`src/rtl/uart_tx.sv`:
```
// UART transmitter: one-entry holding buffer feeding a shift register,
// registered serial output with optional parity and one or two stop bits.
`ifndef UART_FULL_ETU
`define UART_FULL_ETU 9
`endif

module uart_tx #(
    parameter int   DATA_BITS   = 8,
    parameter int   STOP_BITS   = 1,
    parameter logic PARITY_EN   = 1'b1,
    parameter logic PARITY_EVEN = 1'b1
) (
    input  logic       clk,
    input  logic       rst,
    input  logic [7:0] din,
    input  logic       din_valid,
    output logic       din_ready,
    output logic       dout,
    output logic       busy
);

    localparam int ETU = `UART_FULL_ETU;
    localparam int CW  = (ETU < 1) ? 1 : $clog2(ETU + 1);
    localparam logic [7:0] MASK = 8'((9'd1 << DATA_BITS) - 9'd1);
    localparam logic LAST_STOP = (STOP_BITS == 2);

    typedef enum logic [2:0] {
        IDLE  = 3'd0,
        START = 3'd1,
        DATA  = 3'd2,
        PAR   = 3'd3,
        STOP  = 3'd4
    } state_t;

    state_t          state_q, state_d;
    logic [CW-1:0]   cnt_q, cnt_d;
    logic [2:0]      bit_q, bit_d;
    logic            stop_q, stop_d;
    logic [7:0]      sh_q, sh_d;
    logic            par_q, par_d;
    logic [7:0]      buf_q, buf_d;
    logic            full_q, full_d;
    logic            ready_q;
    logic            dout_q, dout_d;
    logic            tick, load, accept;

    assign tick   = (cnt_q == CW'(ETU));
    assign accept = din_valid && ready_q;

    always_comb begin
        state_d = state_q;
        cnt_d   = cnt_q + CW'(1);
        bit_d   = bit_q;
        stop_d  = stop_q;
        sh_d    = sh_q;
        par_d   = par_q;
        dout_d  = 1'b1;
        load    = 1'b0;

        unique case (state_q)
            IDLE: begin
                cnt_d = '0;
                if (full_q) begin
                    load    = 1'b1;
                    state_d = START;
                end
            end
            START: begin
                dout_d = 1'b0;
                if (tick) begin
                    state_d = DATA;
                    cnt_d   = '0;
                    bit_d   = '0;
                end
            end
            DATA: begin
                dout_d = sh_q[0];
                if (tick) begin
                    cnt_d = '0;
                    sh_d  = sh_q >> 1;
                    if (bit_q == 3'(DATA_BITS - 1)) begin
                        state_d = PARITY_EN ? PAR : STOP;
                        stop_d  = 1'b0;
                    end else begin
                        bit_d = bit_q + 3'd1;
                    end
                end
            end
            PAR: begin
                dout_d = par_q;
                if (tick) begin
                    state_d = STOP;
                    cnt_d   = '0;
                    stop_d  = 1'b0;
                end
            end
            STOP: begin
                if (tick) begin
                    cnt_d = '0;
                    if (stop_q == LAST_STOP) begin
                        // back-to-back frames: reload on the last stop edge
                        if (full_q) begin
                            load    = 1'b1;
                            state_d = START;
                        end else begin
                            state_d = IDLE;
                        end
                    end else begin
                        stop_d = 1'b1;
                    end
                end
            end
            default: begin
                state_d = IDLE;
                cnt_d   = '0;
            end
        endcase

        if (load) begin
            sh_d   = buf_q & MASK;
            par_d  = (^(buf_q & MASK)) ^ ~PARITY_EVEN;
            bit_d  = '0;
            stop_d = 1'b0;
            cnt_d  = '0;
        end
    end

    assign full_d = accept ? 1'b1 : (load ? 1'b0 : full_q);
    assign buf_d  = accept ? din : buf_q;

    always_ff @(posedge clk or negedge rst) begin
        if (!rst) begin
            state_q <= IDLE;
            cnt_q   <= '0;
            bit_q   <= '0;
            stop_q  <= 1'b0;
            sh_q    <= '0;
            par_q   <= 1'b0;
            buf_q   <= '0;
            full_q  <= 1'b0;
            ready_q <= 1'b0;
            dout_q  <= 1'b1;
        end else begin
            state_q <= state_d;
            cnt_q   <= cnt_d;
            bit_q   <= bit_d;
            stop_q  <= stop_d;
            sh_q    <= sh_d;
            par_q   <= par_d;
            buf_q   <= buf_d;
            full_q  <= full_d;
            ready_q <= !full_d;
            dout_q  <= dout_d;
        end
    end

    assign din_ready = ready_q;
    assign dout      = dout_q;
    assign busy      = (state_q != IDLE) || full_q;

endmodule

```
`config.mk`:
```
export PLATFORM = sky130hd
export DESIGN_NAME = uart_tx
export DESIGN_NICKNAME = d
export VERILOG_FILES = /design/src/rtl/uart_tx.sv
export SDC_FILE = /design/constraint.sdc
export NUM_CORES = 1
export LEC_CHECK = 0
export CAP_MARGIN = 20
export CORE_ASPECT_RATIO = 0.75
export CORE_UTILIZATION = 55
export DETAILED_ROUTE_END_ITERATION = 8
export PLACE_DENSITY_LB_ADDON = 0.08
export SLEW_MARGIN = 0
export SYNTH_ARGS = -nofsm -noshare
export SYNTH_HDL_FRONTEND = slang
export SYNTH_SLANG_ARGS = --single-unit
```
`constraint.sdc`:
```
create_clock -name clk -period 2.1 [get_ports clk]
set_input_delay 0.63 -clock clk [delete_from_list [all_inputs] [get_ports clk]]
set_output_delay 0.63 -clock clk [all_outputs]
set_load 0.1 [all_outputs]
```
==> results of run 1 <==
-- power by group through the flow --
stage	logic (mW)	clock network, mW	registers, mW
floorplan	0.214	0	0.703
global placement	0.282	0	0.704
detailed placement	0.284	0	0.706
CTS	0.286	0.311	0.695
global route	0.305	0.328	0.705
finish	0.283	0.298	0.695
-- cells in the mapped netlist (2+ instances only) --
cell type / number / area [sq um]
a21oi_1: 2 / 10.0
a221o_1: 2 / 20.0
a22o_1: 2 / 17.5
and3b_1: 3 / 26.3
buf_6: 3 / 33.8
dfrtp_1: 29 / 726
ha_1: 4 / 50.1
inv_1: 3 / 11.3
mux2_2: 9 / 101
mux2i_1: 5 / 50.1
nand2_1: 15 / 56.3
nand3_1: 2 / 10.0
nor2_1: 14 / 52.6
o21ai_0: 8 / 40.0
xnor2_1: 9 / 78.8
xor2_1: 2 / 17.5
-- metrics by stage --
| step | setup WS [ns] | power [mW] | instances |
|---|---|---|---|
| CTS | 0.0791 | 1.29 | 179 |
| global placement | 0.280 | 0.986 | 172 |
| floorplan | 0.0781 | 0.917 | 127 |
| finish | 0.0862 | 1.28 | 179 |
| detailed placement | 0.182 | 0.990 | 172 |
| global route | 0.00514 | 1.34 | 179 |
-- kinds of logic after synthesis --
family / share of synthesized area
simple gates: 0.138
compound gates: 0.0989
flops: 0.517
fa+ha+maj: 0.0344
mux: 0.104
buf+inv: 0.0421
xor+xnor: 0.0662
-- sequential cells by signal, indices dropped and copies added (netlist names) --
register   cells
dout           1
din_ready      1
par_q          1
state_q        3
full_q         1
sh_q           8
buf_q          8
cnt_q          4
bit_q          3
-- worst max path at each step --
stage / start / cells after the start / end
after floorplan: state_q[0] / 3 / busy
after global placement: din_valid / 3 / buf_q[1]
after detailed placement: cnt_q[1] / 7 / bit_q[2]
after CTS: state_q[1] / 3 / busy
after global routing: state_q[1] / 3 / busy
final: state_q[1] / 3 / busy
-- final cells by class --
class / count / share of cell area
flip-flops and latches: 30 / 0.447
clock buffers: 7 / 0.0268
repair buffers: 17 / 0.113
multi-input cells: 88 / 0.381
well taps: 34 / 0.0253
inverters: 3 / 0.00669
-- per-layer routing --
metal  part of all wire  wire [microns]
met5                  0               0
met2               0.43            1070
met1               0.50            1240
met3              0.044             108
met4              0.022              54
==> impl_metrics.py, run 1 <==
metrics = {
    "worst_setup_path": {
        "path_max_fanout": 12,
        "start_kind": "register",
        "crit_buf_inv": 1,
        "arrival_ns": 1.38,
        "cpPeakStageDelay_ns": 0.54,
        "path_cells": "nor2_1 -> nand2_1 -> buf_12",
        "r2r_cells": 7,
        "r2r_slack_ns": 0.17,
        "path_delay_family": "flip-flops",
        "crit_path_top_delay_cell": "dfrtp_1",
        "crit_required_ns": 1.47,
        "crit_type": "register to output pin",
        "cp-end-kind": "output pin",
        "r2r-start": "cnt_q[1]",
        "r2r-end": "bit_q[2]",
    },
    "hold_path": {
        "hp-start": "sh_q[7]",
        "worstHoldPathType": "register to register",
        "min_to": "sh_q[6]",
        "hold-path-cell-count": 1,
    },
    "run": {
        "maxCapViolCount": 0,
    },
    "clock_network": {
        "clkTransAtPathRegs_ns": 0.08,
        "cts_max_path_buffers": 2,
        "tritoncts": "done",
        "clkLatencyLatePin_ns": 0.32,
        "cts_resized": 0,
        "cts_hold_buffers": 0,
        "cts_made_buffers": 5,
        "cts-root-buf": "clkbuf_4",
        "cts.sinks": 30,
        "htreeDepth": 2,
        "post_cts_buffers": 0,
    },
    "pwr": {
        "vdd_ir_drop_max_v": 0.000528,
        "p_int_mw": 0.936,
        "power_frac_clock": 0.233,
        "pwr-share-comb": 0.222,
        "swShare": 0.267,
        "power.density_nw_per_um2": 758,
        "p_leak_nw": 0.768,
        "pwr-share-seq": 0.545,
        "p_switching_mw": 0.341,
    },
    "layout": {
        "design_area_sq_um": 1680,
        "layout_commonest_cell": "dfrtp_1",
        "syn_to_final_growth_pct": 15.6,
        "drive_gt1_frac": 0.193,
        "final_util": 0.701,
        "n_fill_cell": 192,
        "antenna_cells": 0,
        "register_area_sq_um": 752,
        "final_cell_mix": "dfrtp_1 (29), nand2_1 (15), nor2_1 (14)",
        "multi_input_area_sq_um": 642,
        "layout.nets": 160,
    },
    "global_routing": {
        "overflow": 0,
        "use_met2": 0.313,
        "grtUsageTotal": 0.208,
        "antenna_found_initial": 0,
        "grt_pass1_vias": 903,
        "grt_busiest_layer": "met2",
        "grt_pass1_wl_mm": 4.04,
        "met1_usage": 0.276,
        "grt_max_degree": 31,
        "use_met3": 0.0590,
    },
    "drt": {
        "postRouteAntennaNets": 0,
        "drtIter0Drc": 45,
        "first_pass_iters": 4,
        "route.vias.total": 988,
        "drc_errors": 0,
        "wl_mm": 2.47,
        "wl_per_cell_microns": 13.8,
        "vias_per_cell": 5.52,
    },
    "synthesis": {
        "async_reset_ff_frac": 1.00,
        "yosysSeqAreaShare": 0.517,
        "synth-main-ff-cell": "dfrtp_1",
        "syn_area_per_cell_sq_um": 11.5,
        "syn-instance-count": 127,
        "syn-cell-area_sq_um": 1460,
        "yosys_warnings": 0,
        "synth.distinct_cells": 31,
        "synth_edf_count": 0,
        "synth_nets": 142,
        "ys_ff_latch": 30,
    },
    "sta": {
        "rsz0062_at_grt": "no",
        "max_freq_ghz": 0.497,
        "timing.setup.tns_ns": 0,
        "skew_ns": 0.00230,
        "hold_slack_ns": 0.502,
        "min_period_ns": 2.01,
        "report.final.hold_viol_count": 0,
        "relSlewSlack": 0.707,
        "slew_viol_final": 0,
        "period_share": 0.959,
        "worst_pin_slew_ns": 0.439,
        "finalSetupViolCount": 0,
    },
    "status": {
        "status": "finished clean",
    },
    "floorplan": {
        "coreArea_sq_um": 2400,
        "std_cell_rows": 15,
        "ios": 14,
        "dieArea_sq_um": 2860,
        "fp.dieW_microns": 61.4,
        "die_h_microns": 46.5,
        "start_util": 0.606,
    },
    "placed_design": {
        "routabilityCongestion": 0.813,
        "io_buffers": 13,
        "dp_hpwl_mm": 1.81,
        "place_area_sq_um": 1640,
    },
}
Power figures use the tool's default switching activity.
==> inputs of run 2 (changes only) <==
--- a/config.mk
+++ b/config.mk
@@ -7,9 +7,11 @@
 export LEC_CHECK = 0
 export CAP_MARGIN = 20
 export CORE_ASPECT_RATIO = 0.75
-export CORE_UTILIZATION = 55
+export CORE_UTILIZATION = 50
 export DETAILED_ROUTE_END_ITERATION = 8
 export PLACE_DENSITY_LB_ADDON = 0.08
+export RECOVER_POWER = 25
+export SKIP_CTS_REPAIR_TIMING = 1
 export SLEW_MARGIN = 0
 export SYNTH_ARGS = -nofsm -noshare
 export SYNTH_HDL_FRONTEND = slang
==> run 2 against run 1 <==
Compared with the run above: setup slack better by 0.065 ns; highest routed layer unchanged; global-route usage shrank 3.4 points; critical path depth unchanged; clock skew rose by 0.0016 ns; sequential power up 0.7%; combinational power about the same; fmax up 3.3%; critical path type unchanged; total power increased by 13%; worst hold slack got worse by 0.0071 ns; clock power grew 55%; die area grew 9.6%.
==> impl_metrics.py, run 2 (synthesis results as in run 1) <==
metrics = {
    "worst_setup_path": {
        "r2r_cells": 7,
        "cpPeakStageDelay_ns": 0.53,
        "crit_required_ns": 1.47,
        "arrival_ns": 1.32,
        "r2r_slack_ns": 0.16,
        "crit_type": "register to output pin",
        "r2r-start": "cnt_q[1]",
        "path_depth": 3,
        "path_max_fanout": 12,
        "path_delay_family": "flip-flops",
        "cp-end-kind": "output pin",
        "path_cells": "nor2_1 -> nand2_1 -> buf_12",
        "start_kind": "register",
        "crit_path_top_delay_cell": "dfrtp_1",
        "crit_end": "busy",
        "crit_buf_inv": 1,
        "crit_path_start": "state_q[1]",
        "r2r-end": "sh_q[6]",
    },
    "floorplan": {
        "dieArea_sq_um": 3130,
        "die_h_microns": 48.7,
        "start_util": 0.542,
        "ios": 14,
        "coreArea_sq_um": 2680,
        "std_cell_rows": 16,
        "fp.dieW_microns": 64.3,
    },
    "global_routing": {
        "grt_pass1_wl_mm": 4.13,
        "antenna_found_initial": 0,
        "overflow": 0,
        "grtUsageTotal": 0.175,
        "grt_max_degree": 31,
        "grt_pass1_vias": 927,
    },
    "clock_network": {
        "cts_max_path_buffers": 2,
        "tritoncts": "done",
        "htreeDepth": 2,
        "cts-root-buf": "clkbuf_8",
        "clkTransAtPathRegs_ns": 0.06,
        "cts.sinks": 30,
        "cts_made_buffers": 5,
        "clkLatencyLatePin_ns": 0.27,
    },
    "drt": {
        "drtIter0Drc": 32,
        "wl_mm": 2.36,
        "wl_per_cell_microns": 12.9,
        "postRouteAntennaNets": 0,
        "vias_per_cell": 5.19,
        "route.vias.total": 944,
        "first_pass_iters": 5,
        "drc_errors": 0,
    },
    "layout": {
        "syn_to_final_growth_pct": 18.8,
        "drive_gt1_frac": 0.205,
        "layout.nets": 160,
        "reg_top3": "buf_q (8), sh_q (8), cnt_q (4)",
        "multi_input_area_sq_um": 642,
        "n_fill_cell": 221,
        "antenna_cells": 0,
        "final_cell_mix": "dfrtp_1 (29), nand2_1 (15), nor2_1 (14)",
        "layout_commonest_cell": "dfrtp_1",
        "register_area_sq_um": 752,
    },
    "sta": {
        "rsz0062_at_grt": "no",
        "timing.setup.tns_ns": 0,
        "finalSetupViolCount": 0,
        "max_freq_ghz": 0.513,
        "period_share": 0.928,
        "slew_viol_final": 0,
        "worst_pin_slew_ns": 0.722,
        "skew_ns": 0.00387,
        "hold_slack_ns": 0.495,
        "min_period_ns": 1.95,
        "relSlewSlack": 0.518,
        "report.final.hold_viol_count": 0,
    },
    "hold_path": {
        "worstHoldPathType": "register to register",
    },
    "status": {
        "status": "finished clean",
    },
    "placed_design": {
        "dp_hpwl_mm": 1.72,
        "io_buffers": 13,
        "routabilityCongestion": 0.709,
    },
    "pwr": {
        "power.density_nw_per_um2": 837,
        "p_leak_nw": 0.791,
        "vdd_ir_drop_max_v": 0.000575,
    },
    "run": {
        "maxCapViolCount": 0,
    },
}
==> run 2: cell type report <==
class                           count  area share
Multi-Input combinational cell     88       0.371
Clock inverter                      1     0.00289
Timing Repair Buffer               17       0.109
Tap cell                           36      0.0260
Clock buffer                        7      0.0499
Inverter                            3     0.00651
Sequential cell                    30       0.435
==> run 2: worst min path at each step <==
stage	end	depth (start not counted)	slack, ns	from
floorplan	bit_q[0]	0	0.33	rst
global placement	cnt_q[0]	1	0.47	cnt_q[0]
detailed placement	cnt_q[0]	1	0.49	cnt_q[0]
CTS	cnt_q[0]	1	0.50	cnt_q[0]
global route	cnt_q[0]	1	0.52	cnt_q[0]
finish	cnt_q[0]	1	0.50	cnt_q[0]
==> run 2: report_power, final <==
part / leakage, nW / internal, mW / switching, mW
clock network: 0.0482 / 0.264 / 0.199
registers: 0.373 / 0.639 / 0.0614
logic: 0.370 / 0.171 / 0.114
==> run 2: through the flow <==
stage                     power, mW  instance area, sq um   util  worst slack, ns  std cells
final                          1.45                  1730  0.645            0.151        182
after detailed placement      0.993                  1640  0.611            0.161        174
after floorplan               0.917                  1460      -           0.0781        127
after global routing           1.52                  1730  0.645           0.0401        182
after global placement        0.989                  1640  0.611            0.229        174
after CTS                      1.46                  1730  0.646            0.139        182
==> run 2: metal layers <==
layer,wire length [microns],vias up,GRT usage
met3,108,2,0.0590
li1,-,469,-
met4,11,0,0.0667
met5,0,-,0
met1,1210,453,0.240
met2,1030,20,0.254
